## config.mk

```make
export PLATFORM = sky130hd
export DESIGN_NAME = inst_fetch_flat
export DESIGN_NICKNAME = d
export VERILOG_FILES = /design/src/rtl/inst_fetch_if.sv /design/src/rtl/inst_fetch.sv /design/src/flat_wrapper.sv
export SDC_FILE = /design/constraint.sdc
export NUM_CORES = 1
export LEC_CHECK = 0
export CAP_MARGIN = 15
export CELL_PAD_IN_SITES_DETAIL_PLACEMENT = 0
export CELL_PAD_IN_SITES_GLOBAL_PLACEMENT = 1
export CORE_ASPECT_RATIO = 2
export CORE_UTILIZATION = 36
export CTS_BUF_LIST = sky130_fd_sc_hd__clkbuf_2
export DETAILED_ROUTE_END_ITERATION = 16
export HOLD_SLACK_MARGIN = 0.08
export PLACE_DENSITY = 0.89
export REMOVE_ABC_BUFFERS = 1
export SYNTH_ARGS = -nofsm -noshare
export SYNTH_HDL_FRONTEND = slang
export SYNTH_SLANG_ARGS = --single-unit
```

## constraint.sdc

```tcl
create_clock -name clk -period 1.7 [get_ports clk]
set_clock_uncertainty 0.05 [all_clocks]
set_input_delay 0.34 -clock clk [delete_from_list [all_inputs] [get_ports clk]]
set_output_delay 0.34 -clock clk [all_outputs]
set_load 0.05 [all_outputs]
```

## src/rtl/inst_fetch_if.sv

```systemverilog
// Instruction-fetch bus: program-memory read port, jump/halt control and
// the instruction hand-off toward the control unit.
interface inst_fetch_if #(
  parameter int unsigned ADDR_W = 8
);
  logic [ADDR_W-1:0] mem_addr;
  logic              mem_req;
  logic              mem_ack;
  logic [7:0]        mem_data;
  logic              jmp;
  logic [ADDR_W-1:0] jmp_addr;
  logic              halt;
  logic [7:0]        inst;
  logic              inst_valid;
  logic              inst_ready;
  logic [ADDR_W-1:0] pc;

  modport master (
    output mem_addr, mem_req, inst, inst_valid, pc,
    input  mem_ack, mem_data, jmp, jmp_addr, halt, inst_ready
  );

  modport slave (
    input  mem_addr, mem_req, inst, inst_valid, pc,
    output mem_ack, mem_data, jmp, jmp_addr, halt, inst_ready
  );
endinterface

```

## src/rtl/inst_fetch.sv

```systemverilog
// Instruction fetch unit: walks the program counter, reads program memory and
// hands one byte at a time to the control unit. FETCH_PREFETCH_EN adds a
// one-entry prefetch buffer for single-cycle throughput.
module inst_fetch #(
  parameter int unsigned       ADDR_W   = 8,
  parameter logic [ADDR_W-1:0] RESET_PC = '0
) (
  input  logic         clk,
  input  logic         rst,
  inst_fetch_if.master bus
);
  localparam int unsigned DATA_W = 8;

  localparam logic [1:0] IDLE   = 2'd0;
  localparam logic [1:0] FETCH  = 2'd1;
  localparam logic [1:0] HOLD   = 2'd2;
  localparam logic [1:0] HALTED = 2'd3;

  typedef struct packed {
    logic [DATA_W-1:0] data;
    logic [ADDR_W-1:0] addr;
  } entry_t;

  logic [1:0]        state, state_nxt;
  logic [ADDR_W-1:0] fetch_pc, fetch_pc_nxt;
  entry_t            cur, cur_nxt;
  logic              valid, valid_nxt;
  logic              req, req_nxt;
  logic              ack;
  logic [ADDR_W-1:0] pc_inc;
  entry_t            fetched;
`ifdef FETCH_PREFETCH_EN
  entry_t            pf, pf_nxt;
  logic              pf_full, pf_full_nxt;
`endif

  // An ack only counts while a request is actually outstanding
  assign ack           = bus.mem_ack & req;
  assign pc_inc        = fetch_pc + ADDR_W'(1);
  assign fetched.data  = bus.mem_data;
  assign fetched.addr  = fetch_pc;

  // Next-state and datapath decisions
  always_comb begin
    state_nxt    = state;
    fetch_pc_nxt = fetch_pc;
    cur_nxt      = cur;
    valid_nxt    = valid;
`ifdef FETCH_PREFETCH_EN
    pf_nxt       = pf;
    pf_full_nxt  = pf_full;
`endif
    case (state)
      IDLE: begin
        if (bus.jmp) begin
          fetch_pc_nxt = bus.jmp_addr;
          state_nxt    = FETCH;
        end else begin
          state_nxt = bus.halt ? HALTED : FETCH;
        end
      end
      FETCH: begin
        if (bus.jmp) begin
          fetch_pc_nxt = bus.jmp_addr;
          valid_nxt    = 1'b0;
        end else if (ack) begin
          cur_nxt      = fetched;
          fetch_pc_nxt = pc_inc;
          valid_nxt    = 1'b1;
          state_nxt    = HOLD;
        end
      end
      HOLD: begin
        if (bus.jmp) begin
          fetch_pc_nxt = bus.jmp_addr;
          valid_nxt    = 1'b0;
          state_nxt    = FETCH;
`ifdef FETCH_PREFETCH_EN
          pf_full_nxt  = 1'b0;
`endif
        end else begin
`ifdef FETCH_PREFETCH_EN
          if (bus.inst_ready) begin
            if (bus.halt) begin
              // Rewind over a prefetched byte so resume restarts in order
              valid_nxt   = 1'b0;
              state_nxt   = HALTED;
              pf_full_nxt = 1'b0;
              if (pf_full) fetch_pc_nxt = pf.addr;
            end else if (pf_full) begin
              cur_nxt     = pf;
              pf_full_nxt = 1'b0;
            end else if (ack) begin
              cur_nxt      = fetched;
              fetch_pc_nxt = pc_inc;
            end else begin
              valid_nxt = 1'b0;
              state_nxt = FETCH;
            end
          end else if (ack) begin
            pf_nxt       = fetched;
            pf_full_nxt  = 1'b1;
            fetch_pc_nxt = pc_inc;
          end
`else
          if (bus.inst_ready) begin
            valid_nxt = 1'b0;
            state_nxt = bus.halt ? HALTED : FETCH;
          end
`endif
        end
      end
      HALTED: begin
        if (bus.jmp) fetch_pc_nxt = bus.jmp_addr;
        if (!bus.halt) state_nxt = FETCH;
      end
      default: state_nxt = IDLE;
    endcase

    req_nxt = (state_nxt == FETCH);
`ifdef FETCH_PREFETCH_EN
    if ((state_nxt == HOLD) && !pf_full_nxt) req_nxt = 1'b1;
`endif
  end

  always_ff @(posedge clk or negedge rst) begin
    if (!rst) begin
      state    <= IDLE;
      fetch_pc <= RESET_PC;
      cur      <= '{data: '0, addr: RESET_PC};
      valid    <= 1'b0;
      req      <= 1'b0;
`ifdef FETCH_PREFETCH_EN
      pf       <= '0;
      pf_full  <= 1'b0;
`endif
    end else begin
      state    <= state_nxt;
      fetch_pc <= fetch_pc_nxt;
      cur      <= cur_nxt;
      valid    <= valid_nxt;
      req      <= req_nxt;
`ifdef FETCH_PREFETCH_EN
      pf       <= pf_nxt;
      pf_full  <= pf_full_nxt;
`endif
    end
  end

  assign bus.mem_addr   = fetch_pc;
  assign bus.mem_req    = req;
  assign bus.inst       = cur.data;
  assign bus.pc         = cur.addr;
  assign bus.inst_valid = valid;
endmodule

```

## src/flat_wrapper.sv

```systemverilog
// flat-port wrapper written by rule: the top's interface ports become plain ports
module inst_fetch_flat 
#(
  parameter int unsigned       ADDR_W   = 8,
  parameter logic [ADDR_W-1:0] RESET_PC = '0
)
  (clk, rst, bus_mem_addr, bus_mem_req, bus_inst, bus_inst_valid, bus_pc, bus_mem_ack, bus_mem_data, bus_jmp, bus_jmp_addr, bus_halt, bus_inst_ready);
  inst_fetch_if #(.ADDR_W(ADDR_W)) bus_i ();
  input  logic clk;
  input  logic rst;
  output wire logic [$bits(bus_i.mem_addr)-1:0] bus_mem_addr;
  output wire logic [$bits(bus_i.mem_req)-1:0] bus_mem_req;
  output wire logic [$bits(bus_i.inst)-1:0] bus_inst;
  output wire logic [$bits(bus_i.inst_valid)-1:0] bus_inst_valid;
  output wire logic [$bits(bus_i.pc)-1:0] bus_pc;
  input wire logic [$bits(bus_i.mem_ack)-1:0] bus_mem_ack;
  input wire logic [$bits(bus_i.mem_data)-1:0] bus_mem_data;
  input wire logic [$bits(bus_i.jmp)-1:0] bus_jmp;
  input wire logic [$bits(bus_i.jmp_addr)-1:0] bus_jmp_addr;
  input wire logic [$bits(bus_i.halt)-1:0] bus_halt;
  input wire logic [$bits(bus_i.inst_ready)-1:0] bus_inst_ready;
  assign bus_mem_addr = bus_i.mem_addr;
  assign bus_mem_req = bus_i.mem_req;
  assign bus_inst = bus_i.inst;
  assign bus_inst_valid = bus_i.inst_valid;
  assign bus_pc = bus_i.pc;
  assign bus_i.mem_ack = bus_mem_ack;
  assign bus_i.mem_data = bus_mem_data;
  assign bus_i.jmp = bus_jmp;
  assign bus_i.jmp_addr = bus_jmp_addr;
  assign bus_i.halt = bus_halt;
  assign bus_i.inst_ready = bus_inst_ready;
  inst_fetch #(.ADDR_W(ADDR_W), .RESET_PC(RESET_PC)) u_core (.clk(clk), .rst(rst), .bus(bus_i));
endmodule
```

## Word-level counts from Yosys, hierarchy flattened

Index checks and enable logic that the tools add are counted.

- Bits in registers: 28
- Bits in latches: 0
- RAM bits: 0
- ROM bits: 0
- Input port bits: 22
- Word-level logic and storage cells: 39
- Memories: 0

- Add/subtract/negate cells: 1
- Multiply operators: 0
- Divide/modulo/power cells: 0
- $lt $le $gt $ge: 0
- Equality and inequality tests: 7
- Shift-type cells: 0
- Mux-type cells: 17
- Bitwise operators: 2
- Reduce and logical (&&, ||, !) cells: 6

Operator list:

| kind | count |
|---|---|
| 2-to-1 mux 8 bit | 3 |
| case mux 8 bit (2 select lines) | 1 |
| 2-to-1 mux 2 bit | 7 |
| adder 8 x 1 -> 8 bit (second input constant) | 1 |
| case mux 2 bit (4 select lines) | 1 |
| AND reduction 3 bit | 2 |
| equality test 2 x 1 -> 1 bit (second input constant) | 2 |
| equality test 2 bit (second input constant) | 2 |
| 2-to-1 mux 1 bit | 4 |
| inequality test 3 x 2 -> 1 bit (second input constant) | 1 |
| inequality test 3 bit (second input constant) | 1 |
| OR reduction 3 bit | 1 |
| logical NOT 2 bit | 1 |
| inequality test 2 x 1 -> 1 bit (second input constant) | 1 |
| case mux 1 bit (2 select lines) | 1 |
| AND reduction 2 bit | 1 |
| nonzero test 2 bit | 1 |
| AND 1 bit | 1 |
| NOT 1 bit | 1 |

## Logic depth before layout (Yosys ltp)

- Depth in word-level cells: 5
- Depth in mapped cells: 6

## Least setup slack after synthesis

Ideal clock, no wire load.

- Kind: register to register
- From: reg u_core.req, in the netlist u_core.bus.mem_req
- To: reg u_core.cur, in the netlist u_core.bus.inst[0]
- Library setup time: 0.125 ns
- Arrival: 1.544 ns
- Path slack: -0.019 ns
- Cell stages (with the launch flop): 5
- Path buffers: 1
- Clock period less this slack: 1.719 ns
- Cell sequence: dfrtp_1 -> nand4b_4 -> nor2_8 -> buf_8 -> mux2_4

- Word-level cells in the longest chain between the ends: 2

Ends and longest elaborated chain:

| item | line | text |
|---|---|---|
| from (decl) | inst_fetch.sv:28 | `logic req, req_nxt;` |
| from (signal assigned) | inst_fetch.sv:142 | `req <= req_nxt;` |
| AND 1 bit | inst_fetch.sv:38 | `assign ack = bus.mem_ack & req;` |
| AND reduction 3 bit (no source line) | n/a |  |
| to (signal assigned) | inst_fetch.sv:130 | `cur <= '{data: '0, addr: RESET_PC};` |
| to (signal assigned) | inst_fetch.sv:140 | `cur <= cur_nxt;` |
| to (decl) | inst_fetch.sv:26 | `entry_t cur, cur_nxt;` |

Every way passes these cells.
A chain may end at the register's enable or synchronous reset.

## Worst setup path in the final report

- From: reg u_core.state[1]
- To: reg u_core.cur, in the netlist u_core.bus.inst[5]

- Word-level cells in the longest chain between the ends: 2

Ends and longest elaborated chain:

| item | line | text |
|---|---|---|
| from (decl) | inst_fetch.sv:24 | `logic [1:0] state, state_nxt;` |
| from (signal assigned) | inst_fetch.sv:138 | `state <= state_nxt;` |
| equality test 2 x 1 -> 1 bit | inst_fetch.sv:53 | `case (state)` |
| AND reduction 3 bit (no source line) | n/a |  |

Every way passes these cells.

==> results.txt <==
* Proportion of register bits with asynchronous set or reset after synthesis: between 90% and 100%
- Detail-routed net length per standard cell: roughly 13 um
- After detailed routing, the number of vias per cell comes to 5.00.
- The region available for standard cell placement spans 3610 um^2.
- Total global routing track utilization: 15.6%
* Initial antenna violation count: 0
- For this configuration, the core starts out at a cell density of 37.5%.
- Endpoints failing hold: 0
* Post-layout worst setup margin: 180 ps
- Global-route wire length before repair: 4780 um
- Global-route congestion overflow total: 0
* Row Count: 31
* Antenna diode count: 0
- CTS placed an instance of clkbuf_2 at the clock tree root.
* Warning count from the yosys run: 0
- In this run the worst setup path begins at u_core.state[1]$_DFF_PN0_.
* Total area of sequential cells: 701 um^2
- Netlist area before placement: 1350 um^2
* Proportion of synthesized chip area in sequential cells: 51.8%
- Accumulated negative setup slack: 0 ps
- IO Pins: 48
- The layout has between 300 and 400 filler cells.
- Total power density per cell area: between 1500 and 2000 nW/um^2
- Counting distinct cell types in the post-synthesis netlist gives 36.
- Setup repair after global routing left no endpoint under its margin.
- The floorplan step defined a die boundary enclosing 4020 um^2.
* Final setup violation count: 0
- Clock-pin slew was measured on the worst setup and hold paths at 240 ps.
* Placer congestion estimate: 0.726
- Of all nets on the critical path, the largest fanout is 10.
* Buffers from clock root to sink, at most: 2
- Main synth FF type: dfrtp_1
- Post-CTS setup repair buffer count: 0
- Pre-antenna DRT Iters: 3
- Area Overhead vs Synth: 46.7%
- The worst-case IR drop observed on VDD is 0.867 mV.
- Critical Path AT: around 1700 ps
- Final Max Slew Viols: 0
- The post-route netlist has between 30% and 40% of its cells at a drive strength greater than 1.
- After the first detailed-routing iteration, the DRC count stood at 8.
- In the final design database the tool counted 187 nets.
- Cells fill 55.0% of the core in the end.
* Element type at the critical path end: flip-flop
* Number of resized instances in the post-cts repair step: 0
* HPWL Detailed: 2250 um
- The die is 45.4 um wide.
- Measured against its own limit, the worst slew margin works out to 76.1%.
- Buffers inserted to repair hold after CTS numbered 0.
- In the finished design, the share of the clock period the worst path needs comes to approximately nine tenths.
- STA classifies the critical path startpoint as a flip-flop.
- The count of nets left with antenna violations once routing finished came out at 0.
* CTS tree: yes
- Cell count after synthesis: 108
- Register bit total from synthesis: 28
- The later pin in the worst-skew pair is clocked with a latency of 340 ps.
- Measured along the y axis, the die boundary spans 88.7 um.
- Final min period: 1520 ps
- The average instance in the mapped netlist occupies 12.5 um^2.
- Number of global-route vias before repair: roughly 1100
- In the routed design, unresolved DRC markers number 0.
- OpenSTA, run right after detailed placement, puts the worst setup slack at -139 ps.
- Entering global routing, the biggest net connects 29 pins.
* Worst EP required: approximately 1900 ps
- In this run the number of H-tree levels came out at 1.
- CP Class: flip-flop to flip-flop
- Buffers placed on the I/O ports in this run total 47.
* Number of synthesized flops with an enable pin: 0
- Across the run, the number of max-cap violations was 0.
- Clock sinks: 28
- After detailed routing, the total wire length is 2830 um.
- Total number of vias: between 1000 and 1500
- For the pin with the worst max-slew slack, the measured transition is 358 ps.
- Standby leakage power: 0.000875 uW
* Area occupied by multi-input gates: 601 um^2
* Number of clock buffers inserted by TritonCTS: 3
- The path class of the tightest hold or removal check is input port to async pin.
- The flow ran to the end, and the final reports show no timing, DRC or antenna violations.
- Achievable Freq: 658 MHz
* Origin of the critical flop-to-flop path: u_core.state[1]$_DFF_PN0_
[metal layers]
layer | track usage, % | routed length (um) | vias to the layer above
met5 | 0 | 0 | -
met4 | 3.86 | 10 | 0
met3 | 3.47 | 169 | 2
met2 | 29.1 | 1550 | 37
met1 | 17.0 | 1110 | 522
li1 | - | - | 498
[registers in the layout (all words and copies together), names as in the netlist]
register               cells
u_core.bus.pc              8
u_core.bus.inst_valid      1
u_core.bus.mem_addr        8
u_core.bus.mem_req         1
u_core.state               2
u_core.bus.inst            8
[cell type report]
type	instances	share of cell area [%]
repair buffers	58	30.2
inverters	1	0.189
flip-flops and latches	28	35.3
clock buffers	3	0.756
multi-input cells	72	30.2
well taps	49	3.09
clock inverters	1	0.189
[placed cells by master, fill, tap and decap left out, drive strengths merged, types with 3 or more instances in the layout]
master / instances
buf: 37
dfrtp: 28
clkdlybuf4s50: 21
mux2: 16
a21oi: 8
nand2: 7
nor2: 6
o21ai: 6
clkbuf: 3
[per-stage QoR]
step | hold slack (ps) | cells | cell area (um^2) | power, uW
floorplan | -5.59 | 101 | 1310 | 2560
global placement | 419 | 208 | 1970 | 3360
detailed placement | 432 | 208 | 1970 | 3400
CTS | 286 | 212 | 1990 | 3630
global route | 271 | 212 | 1990 | 3790
finish | 288 | 212 | 1990 | 3600
[critical path, stage by stage, from the launching register on]
cell	delay (ps)
dfrtp_1	520
nand4b_4	240
nor2_8	140
buf_12	150
mux2_1	330
[power by group]
group          leakage [uW]  internal [uW]  total, uW  switching (uW)
Clock             0.0000140           51.2        231             180
Combinational      0.000536            889       2180            1290
Sequential         0.000324            932       1190             257
Total              0.000875           1870       3600            1730
[synthesized netlist by cell type, types with 2 or more instances]
master	instances	share of area, %
a31o_2	2	1.3
a21oi_1	8	3.0
nand3_1	2	0.74
o21ai_1	3	1.1
o21bai_1	2	1.1
nand4_1	2	0.92
xnor2_1	2	1.3
o21ai_0	3	1.1
nor3b_2	2	1.8
dfrtp_1	28	52
nand2_1	7	1.9
buf_2	3	1.1
nor2b_1	2	0.92
buf_4	2	1.1
nor2_1	5	1.4
mux2_4	10	11
mux2_1	6	5.0
[cell families (layout without fill, tap and decap cells)]
logic type	count (synthesis)	after routing	synth area share (%)
mux	17	17	16.8
buf+inv	8	63	3.88
xor+xnor	2	2	1.29
fa+ha+maj	1	1	0.924
simple gates	27	27	13.6
compound gates	25	25	11.7
flops	28	28	51.8
[worst paths after layout]
path | end | depth (start not counted) | slack (ps)
worst min register to register | u_core.bus.inst[4]$_DFFE_PN0P_ | 1 | 480
min in group clk | u_core.bus.mem_addr[6]$_DFFE_PN0P_ | 3 | 460
worst max-delay path | u_core.bus.inst[5]$_DFFE_PN0P_ | 4 | 180
worst max register to register | u_core.bus.inst[5]$_DFFE_PN0P_ | 4 | 180
worst min-delay path | u_core.bus.pc[7]$_DFFE_PN0P_ | 2 | 290
max in group asynchronous | u_core.bus.inst[1]$_DFFE_PN0P_ | 2 | 1060
(Power assumes the default switching activity.)
